$ cat config.mk
export PLATFORM = sky130hd
export DESIGN_NAME = ha_serial_seq
export DESIGN_NICKNAME = d
export VERILOG_FILES = /design/src/rtl/ha_serial_seq.sv
export SDC_FILE = /design/constraint.sdc
export NUM_CORES = 1
export LEC_CHECK = 0
export BUFFER_PORTS_ARGS = -buffer_cell sky130_fd_sc_hd__buf_2
export CORE_UTILIZATION = 40
export CTS_CLUSTER_SIZE = 20
export DETAILED_ROUTE_END_ITERATION = 10
export MAX_ROUTING_LAYER = met4
export PLACE_DENSITY = 0.7
export RECOVER_POWER = 100
export SKIP_CTS_REPAIR_TIMING = 1
export SLEW_MARGIN = 20
export SYNTH_ARGS = -nofsm -noshare
export SYNTH_HDL_FRONTEND = slang
export SYNTH_SLANG_ARGS = --single-unit
$ cat constraint.sdc
create_clock -name i_clk -period 2.13 [get_ports i_clk]
set_clock_uncertainty 0.05 [all_clocks]
set_input_delay 0.1065 -clock i_clk [delete_from_list [all_inputs] [get_ports i_clk]]
set_output_delay 0.1065 -clock i_clk [all_outputs]
set_load 0.05 [all_outputs]
$ cat src/rtl/ha_serial_seq.sv
// ha_serial_seq
//
// Bit-serial adder sequencer. A single one-bit adder slice (two half-adder
// cells plus a carry flop) is stepped LSB-first across the operands. Each
// result is op_a + op_b + cin, returned as WIDTH+1 bits.
//
// Ports:
//   i_clk    system clock, rising edge
//   i_rst    asynchronous active-high reset
//   i_start  request, sampled only in IDLE
//   i_abort  cancels a RUN; also blocks i_start in IDLE
//   i_op_a   operand A, captured on start acceptance
//   i_op_b   operand B, captured on start acceptance
//   i_cin    carry-in, captured on start acceptance
//   o_busy   high while in RUN
//   o_done   one-cycle pulse while in DONE
//   o_sum    registered {carry_out, sum bits}; holds between operations
module ha_serial_seq #(
    parameter int unsigned WIDTH = 4
) (
    input  logic             i_clk,
    input  logic             i_rst,
    input  logic             i_start,
    input  logic             i_abort,
    input  logic [WIDTH-1:0] i_op_a,
    input  logic [WIDTH-1:0] i_op_b,
    input  logic             i_cin,
    output logic             o_busy,
    output logic             o_done,
    output logic [WIDTH:0]   o_sum
);

    // WIDTH is at most 8, so a 4-bit step counter always suffices.
    localparam int unsigned CntW = 4;

    typedef enum logic [1:0] {
        StIdle,
        StRun,
        StDone
    } state_e;

    state_e           r_state;
    logic [WIDTH-1:0] r_a;
    logic [WIDTH-1:0] r_b;
    logic             r_carry;
    logic [CntW-1:0]  r_cnt;
    logic [WIDTH-1:0] r_part;
    logic [WIDTH:0]   r_sum;

    logic             w_p;
    logic             w_g;
    logic             w_s;
    logic             w_g2;
    logic             w_carry_nxt;
    logic [WIDTH-1:0] w_part_nxt;
    logic             w_last;

    // Half adder 1 on the current operand LSBs.
    assign w_p = r_a[0] ^ r_b[0];
    assign w_g = r_a[0] & r_b[0];

    // Half adder 2 folds in the running carry.
    assign w_s  = w_p ^ r_carry;
    assign w_g2 = w_p & r_carry;

    assign w_carry_nxt = w_g | w_g2;

    // Sum bits enter at the MSB so the first (LSB) bit ends up at bit 0
    // after WIDTH steps. Written this way so WIDTH=1 needs no special case.
    always_comb begin
        w_part_nxt             = r_part >> 1;
        w_part_nxt[WIDTH-1]    = w_s;
    end

    assign w_last = (r_cnt == CntW'(WIDTH - 1));

    always_ff @(posedge i_clk or posedge i_rst) begin
        if (i_rst) begin
            r_state <= StIdle;
            r_a     <= '0;
            r_b     <= '0;
            r_carry <= 1'b0;
            r_cnt   <= '0;
            r_part  <= '0;
            r_sum   <= '0;
        end else begin
            case (r_state)
                StIdle: begin
                    if (i_start && !i_abort) begin
                        r_a     <= i_op_a;
                        r_b     <= i_op_b;
                        r_carry <= i_cin;
                        r_cnt   <= '0;
                        r_part  <= '0;
                        r_state <= StRun;
                    end
                end
                StRun: begin
                    if (i_abort) begin
                        // Datapath left as-is; it is reloaded on next accept.
                        r_state <= StIdle;
                    end else begin
                        r_carry <= w_carry_nxt;
                        r_a     <= r_a >> 1;
                        r_b     <= r_b >> 1;
                        r_part  <= w_part_nxt;
                        r_cnt   <= r_cnt + CntW'(1);
                        if (w_last) begin
                            r_sum   <= {w_carry_nxt, w_part_nxt};
                            r_state <= StDone;
                        end
                    end
                end
                StDone: begin
                    r_state <= StIdle;
                end
                default: begin
                    r_state <= StIdle;
                end
            endcase
        end
    end

    assign o_busy = (r_state == StRun);
    assign o_done = (r_state == StDone);
    assign o_sum  = r_sum;

endmodule

# Word level (Yosys, flattened, before mapping)
# Index checks and enable logic that the tools add are counted.
# word_totals
ff_bits	24
output_inout_bits	7
# op_classes
n_addsub	1
eq_ne	6
mux	18
n_bitwise	6
n_reduce_logical	7
# ops
cell	n
$pmux W4 S2	4
$mux W4	7
$mux W2	3
$reduce_and A3 Y1	2
$add A4 B1 Y4 const B	1
$eq A4 B2 Y1 const B	1
$ne A2 B2 Y1 const B	2
$pmux W2 S2	1
$ne A3 B2 Y1 const B	1
$and A1 B1 Y1	2
$eq A2 B1 Y1 const B	1
$eq A2 B2 Y1 const B	1
$logic_not A2 Y1	1
$mux W1	2
$pmux W1 S2	1
$reduce_and A2 Y1	1
$reduce_bool A2 Y1	1
$xor A1 B1 Y1	2
$logic_and A1 B1 Y1	1
$logic_not A1 Y1	1
$not A1 Y1	1
$or A1 B1 Y1	1

# Depth between registers and ports, before layout
# Gate-level depths: netlist (run 1).
# depth
depth_word	5
mapped_depth	5

# Worst setup path before layout (run 1)
# OpenSTA, ideal clock, no wires.
# synth_path
path_kind	reg-to-reg
startpoint	register r_state[0]
endpoint	register r_a[0]
setup_ns	0.125
arrival_ns	1.374
required_ns	1.955
slack_ns	0.581
path_stages_with_launch	6
path_buffers	2
period_less_slack_ns	1.549
path_cell_list	dfrtp_1 > buf_6 > nor2b_4 > buf_6 > mux2_4 > mux2_2
# synth_between
elab_chain_cells	3
word_cells_on_any_way	7
cone_classes	eq/ne: 3; mux: 1; reduce/logical: 3
# synth_rtl
item	line_no	text
from (decl)	42	state_e r_state;
from (signal assigned)	79	r_state <= StIdle;
from (signal assigned)	95	r_state <= StRun;
from (signal assigned)	101	r_state <= StIdle;
$eq A2 B1 Y1 (*)	n/a	
via o_busy	28	output logic o_busy,
$ne A2 B2 Y1 (no line) / $reduce_bool A2 Y1 (equally long branches)	n/a	
$reduce_and A3 Y1 (no line)	n/a	
to (signal assigned)	90	r_a <= i_op_a;
to (signal assigned)	104	r_a <= r_a >> 1;
to (decl)	43	logic [WIDTH-1:0] r_a;
# Mark *: on every way through the listed nets, which the timed path passes. The rest lies on a longest branch.
# A chain may end at the register's enable or synchronous reset.

# Worst setup path after layout (run 1)
# layout_path
startpoint	register r_state[0]
endpoint	output o_busy
# layout_between
elab_chain_cells	1
# layout_rtl
item	line_no	text
$eq A2 B1 Y1	124	assign o_busy = (r_state == StRun);
to (decl)	28	
# No other way between the ends.

==> results of run 1 <==
## report_power, final
part | internal [mW] | total, mW | switching, mW
Sequential | 0.534 | 0.607 | 0.0728
Clock | 0.0732 | 0.201 | 0.128
Combinational | 0.154 | 0.351 | 0.197
Total | 0.761 | 1.16 | 0.398
## logic make-up (layout without fill, tap and decap cells)
family / count (synthesis) / count (layout)
AND/OR/NAND/NOR: 16 / 16
AO/OA/AOI/OAI: 11 / 11
buffers and inverters: 10 / 32
adder cells (fa/ha/maj): 2 / 2
flip-flops: 23 / 23
multiplexers: 24 / 24
## cell type report
class	count	area share [%]
inverter	7	2.10
clock buffer	4	2.10
timing repair buffer	21	8.12
tap	30	3.01
multi-input combinational	53	38.6
sequential	23	46.1
## synth_stat cells
library cell   n  area, µm²
dfrtp_1       23        576
mux2_2        16        180
inv_1          7       26.3
nand2_1        5       18.8
o21ai_0        5       25.0
mux2_4         4       60.1
mux2i_1        4       40.0
nor2b_1        3       18.8
a22o_1         2       17.5
a31oi_1        2       12.5
buf_6          2       22.5
nor2_1         2       7.51
a22o_2         1       10.0
and4bb_2       1       12.5
buf_4          1       7.51
fa_1           1       20.0
ha_1           1       12.5
nand3_1        1       5.00
nor2_2         1       6.26
nor2b_4        1       13.8
nor3_1         1       5.00
o21ai_2        1       8.76
or4b_2         1       10.0
## state kept, by name, summed over array words and instances (netlist names)
register  cells
o_sum         5
r_carry       1
r_a           4
r_state       2
r_part        3
r_b           4
r_cnt         4
## critical path: stages (launching register included)
cell	delay, ns
dfrtp_1	0.50
nor2b_4	0.45
clkbuf_2	0.36
## final timing paths
kind                                        startpoint                    to  slack [ns]  depth (start not counted)
worst max-delay path            r_state[0]$_DFFE_PP0P_                o_busy        0.35                          2
min in group asynchronous                        i_rst  r_cnt[0]$_DFFE_PP0P_        0.64                          4
worst max register to register  r_state[0]$_DFFE_PP0P_    r_a[1]$_DFFE_PP0P_        0.38                          3
worst min register to register   r_part[1]$_DFFE_PP0P_  o_sum[0]$_DFFE_PP0P_        0.47                          1
worst min-delay path                         i_op_b[3]    r_b[3]$_DFFE_PP0P_        0.03                          3
max in group asynchronous                        i_rst    r_a[1]$_DFFE_PP0P_        0.69                          4
## layer usage
metal / GRT usage [%] / up-vias
li1: - / 341
met1: 19.5 / 347
met2: 22.3 / 18
met3: 5.83 / 5
met4: 5.13 / 0
met5: - / -
## per-stage QoR
step                      std cells  power (mW)  hold WS (ns)  area [µm²]  setup slack [ns]
after global placement          133       0.961         0.107        1230             0.458
after global routing            138        1.24        0.0619        1250             0.280
final                           138        1.16        0.0323        1250             0.352
after floorplan                  86       0.889        0.0584        1120             0.581
after CTS                       137        1.18        -0.247        1250             0.361
after detailed placement        133       0.979         0.107        1230             0.409
==> results_dict.tcl, run 1 <==
set metrics [dict create \
    status "completed" \
    antenna_found_initial 0 \
    port_buffers 19 \
    ff_latch_area_um2 576 \
    synth_cell_type_count 23 \
    cp_max_fo 13 \
    synth-compound-area-share_pct 6.61 \
    cts_buffer_depth 2 \
    finalCritPeriodShare_pct 83.5 \
    core_mm2 0.00257 \
    cts_root_buf "clkbuf_4" \
    drv_cap 0 \
    clkSlewWorstSetupHoldPaths_ns 0.12 \
    grt_usage_pct 15.4 \
    vias_per_cell 5.15 \
    leakage_nw 0.605 \
    synthMuxAreaShare_pct 25.1 \
    grt_pass1_vias 645 \
    finalNetCount 124 \
    setup_viol 0 \
    crit_path_end_kind "output port" \
    drcViolationCount 0 \
    finalCriticalPeriod_ns 1.78 \
    required_ns 1.97 \
    syn-num-nets 101 \
    grt_overflow_total 0 \
    cts_sinks 23 \
    final_cell_mix "23 x dfrtp_1, 16 x mux2_2, 12 x buf_2" \
    cts_tree "yes" \
    multi_input_area_um2 482 \
    hold_class "input port to flip-flop" \
    fin_util_pct 48.6 \
    netlist_area_mm2 0.00112 \
    synth-simple-area-share_pct 8.74 \
    yosys_warnings 0 \
    synth_xor_area_share_pct 0 \
    syn_inst 86 \
    peakVddDrop_mv 0.649 \
    diodes 0 \
    die_y_um 54.8 \
    insertion_delay_ns 0.31 \
    power_density_mw_per_mm2 928 \
    avgSynthCellArea_um2 13.0 \
    grt_max_degree 24 \
    grt_pass1_wl_um 3030 \
    max_freq_ghz 0.562 \
    rsz0062_at_grt "no" \
    critical_path_class "flip-flop to output port" \
    highest_layer "met4" \
    start_kind "flip-flop" \
    synth_top_family_by_area "multiplexers" \
    route.detailed.wl_per_inst_um 13.5 \
    ys_seq_area_share_pct 51.6 \
    layout_commonest_cell "dfrtp_1" \
    wl_met3_um 96 \
    report.final.slew_viol_count 0 \
    arrival_ns 1.62 \
    tns_ns 0 \
    met2_length_um 879 \
    rows 18 \
    ys_ff_latch 23 \
    worstMarginPinSlew_ns 1.19 \
    first_iter_violations 5 \
    dr.pass1.iters 4 \
    gp_congestion 0.676 \
    finalHoldViolations 0 \
    start_util_pct 43.5 \
    vias 711 \
    dieArea_mm2 0.00301 \
    drive_gt1_share_pct 38.0 \
    ant_nets 0 \
    areaGrowthSynthToFinish_pct 11.9 \
    maxSlewHeadroom_pct 21.0 \
    die_w_um 54.8 \
    fillers 250 \
    h-tree-depth 1 \
    routed_wl_um 1860 \
    synthAdderAreaFrac_pct 2.91 \
    wl_met1_um 856 \
    hpwl_um 1310 \
    ioPinCount 20 \
    numCtsBuffers 3 \
]
No activity file was read; power rests on OpenSTA's default activity.
==> inputs of run 2 (changes only) <==
Clock period 2.13 ns to 1.7 ns, I/O delays scaled along.
==> results_dict.tcl, run 2 (synthesis gave the netlist of run 1 again) <==
set metrics [dict create \
    numCtsBuffers 3 \
    p_switching_mw 0.507 \
    cts_sinks 23 \
    grt_overflow_total 0 \
    clkSlewWorstSetupHoldPaths_ns 0.13 \
    report.final.slew_viol_count 0 \
    ioPinCount 20 \
    hpwl_um 1390 \
    worstMarginPinSlew_ns 0.590 \
    drv_cap 0 \
    finalNetCount 128 \
    grt_usage_pct 16.3 \
    switching_share_pct 35.0 \
    comb_power_share_pct 29.9 \
    routed_wl_um 1870 \
    cp_max_fo 6 \
    vias_per_cell 5.10 \
    hold_class "input port to flip-flop" \
    rsz0062_at_grt "no" \
    drcViolationCount 0 \
    peakVddDrop_mv 1.00 \
    areaGrowthSynthToFinish_pct 13.6 \
    final_cell_mix "23 x dfrtp_1, 16 x mux2_2, 12 x buf_2" \
    layout_setup_ws_ns 0.132 \
    first_iter_violations 8 \
    layout_commonest_cell "dfrtp_1" \
    grt_max_degree 24 \
    finalHoldViolations 0 \
    use_met2_pct 24.9 \
    rows 18 \
    p_clk_share_pct 17.8 \
    start_util_pct 43.5 \
    status "completed" \
    core_mm2 0.00257 \
    port_buffers 19 \
    finalCriticalPeriod_ns 1.57 \
    vias 724 \
    fillers 259 \
    busiest_layer "met2" \
    route.detailed.wl_per_inst_um 13.2 \
    largest_reg_flops 5 \
    die_y_um 54.8 \
    setup_viol 0 \
    maxSlewHeadroom_pct 60.8 \
    seq_power_share_pct 52.3 \
    dieArea_mm2 0.00301 \
    grt_pass1_wl_um 3310 \
    h-tree-depth 1 \
    diodes 0 \
    arrival_ns 1.73 \
    met1_usage_pct 21.4 \
    multi_input_area_um2 472 \
    ff_latch_area_um2 576 \
    critical_path_class "flip-flop to flip-flop" \
    cts_root_buf "clkbuf_4" \
    dr.pass1.iters 4 \
    gp_congestion 0.773 \
    cts_tree "yes" \
    gr-usage-met3_pct 1.67 \
    insertion_delay_ns 0.31 \
    grt_pass1_vias 744 \
    dp_slack_ns 0.0394 \
    ant_nets 0 \
    cts_buffer_depth 2 \
    power.internal_mw 0.943 \
    tns_ns 0 \
    antenna_found_initial 0 \
    leakage_nw 0.609 \
    finalCritPeriodShare_pct 92.2 \
    max_freq_ghz 0.638 \
    crit_path_end_kind "flip-flop" \
    required_ns 1.86 \
    power_density_mw_per_mm2 1140 \
    drive_gt1_share_pct 39.3 \
    die_w_um 54.8 \
    start_kind "flip-flop" \
]
## run 2: critical path: stages, from the launching register on
cell	delay, ns
dfrtp_1	0.44
ha_1	0.23
and4bb_2	0.24
nand2_2	0.15
mux2_2	0.36
## run 2: worst paths after layout
| kind | from | endpoint | slack, ns | depth (start not counted) |
|---|---|---|---|---|
| setup / recovery | r_cnt[0]$_DFFE_PP0P_ | o_sum[4]$_DFFE_PP0P_ | 0.13 | 4 |
| hold / removal | i_op_a[3] | r_a[3]$_DFFE_PP0P_ | 0.04 | 3 |
| setup reg to reg | r_cnt[0]$_DFFE_PP0P_ | o_sum[4]$_DFFE_PP0P_ | 0.13 | 4 |
| min in group asynchronous | i_rst | r_cnt[0]$_DFFE_PP0P_ | 0.37 | 4 |
| max in group asynchronous | i_rst | r_state[1]$_DFFE_PP0P_ | 0.85 | 4 |
| hold reg to reg | r_part[1]$_DFFE_PP0P_ | o_sum[0]$_DFFE_PP0P_ | 0.47 | 1 |
## run 2: power groups by stage
stage | Combinational (mW) | Sequential (mW) | Clock [mW]
detailed placement | 0.465 | 0.769 | 0
floorplan | 0.260 | 0.854 | 0
CTS | 0.466 | 0.759 | 0.270
global route | 0.486 | 0.776 | 0.294
global placement | 0.454 | 0.763 | 0
finish | 0.433 | 0.758 | 0.259
## run 2: metrics by stage
stage	util, %	instances	hold slack (ns)	power (mW)	cell area (µm²)
floorplan	-	86	0.0369	1.11	1120
global placement	48.9	137	0.0908	1.22	1260
detailed placement	48.9	137	0.0921	1.23	1260
CTS	50.1	141	-0.263	1.50	1290
global route	49.4	142	0.0400	1.56	1270
finish	49.4	142	0.0385	1.45	1270
## run 2: layer usage
metal / part of all wire (%) / routed length, µm / vias up
li1: - / - / 352
met1: 47 / 881 / 354
met2: 49 / 915 / 14
met3: 2.6 / 48 / 4
met4: 1.4 / 27 / 0
met5: 0 / 0 / -
## run 2: layout make-up
type,instances,area share (%)
repair buffers,25,9.97
clock inverters,1,0.592
well taps,30,2.96
inverters,7,2.07
clock buffers,3,1.78
flip-flops and latches,23,45.4
multi-input cells,53,37.2
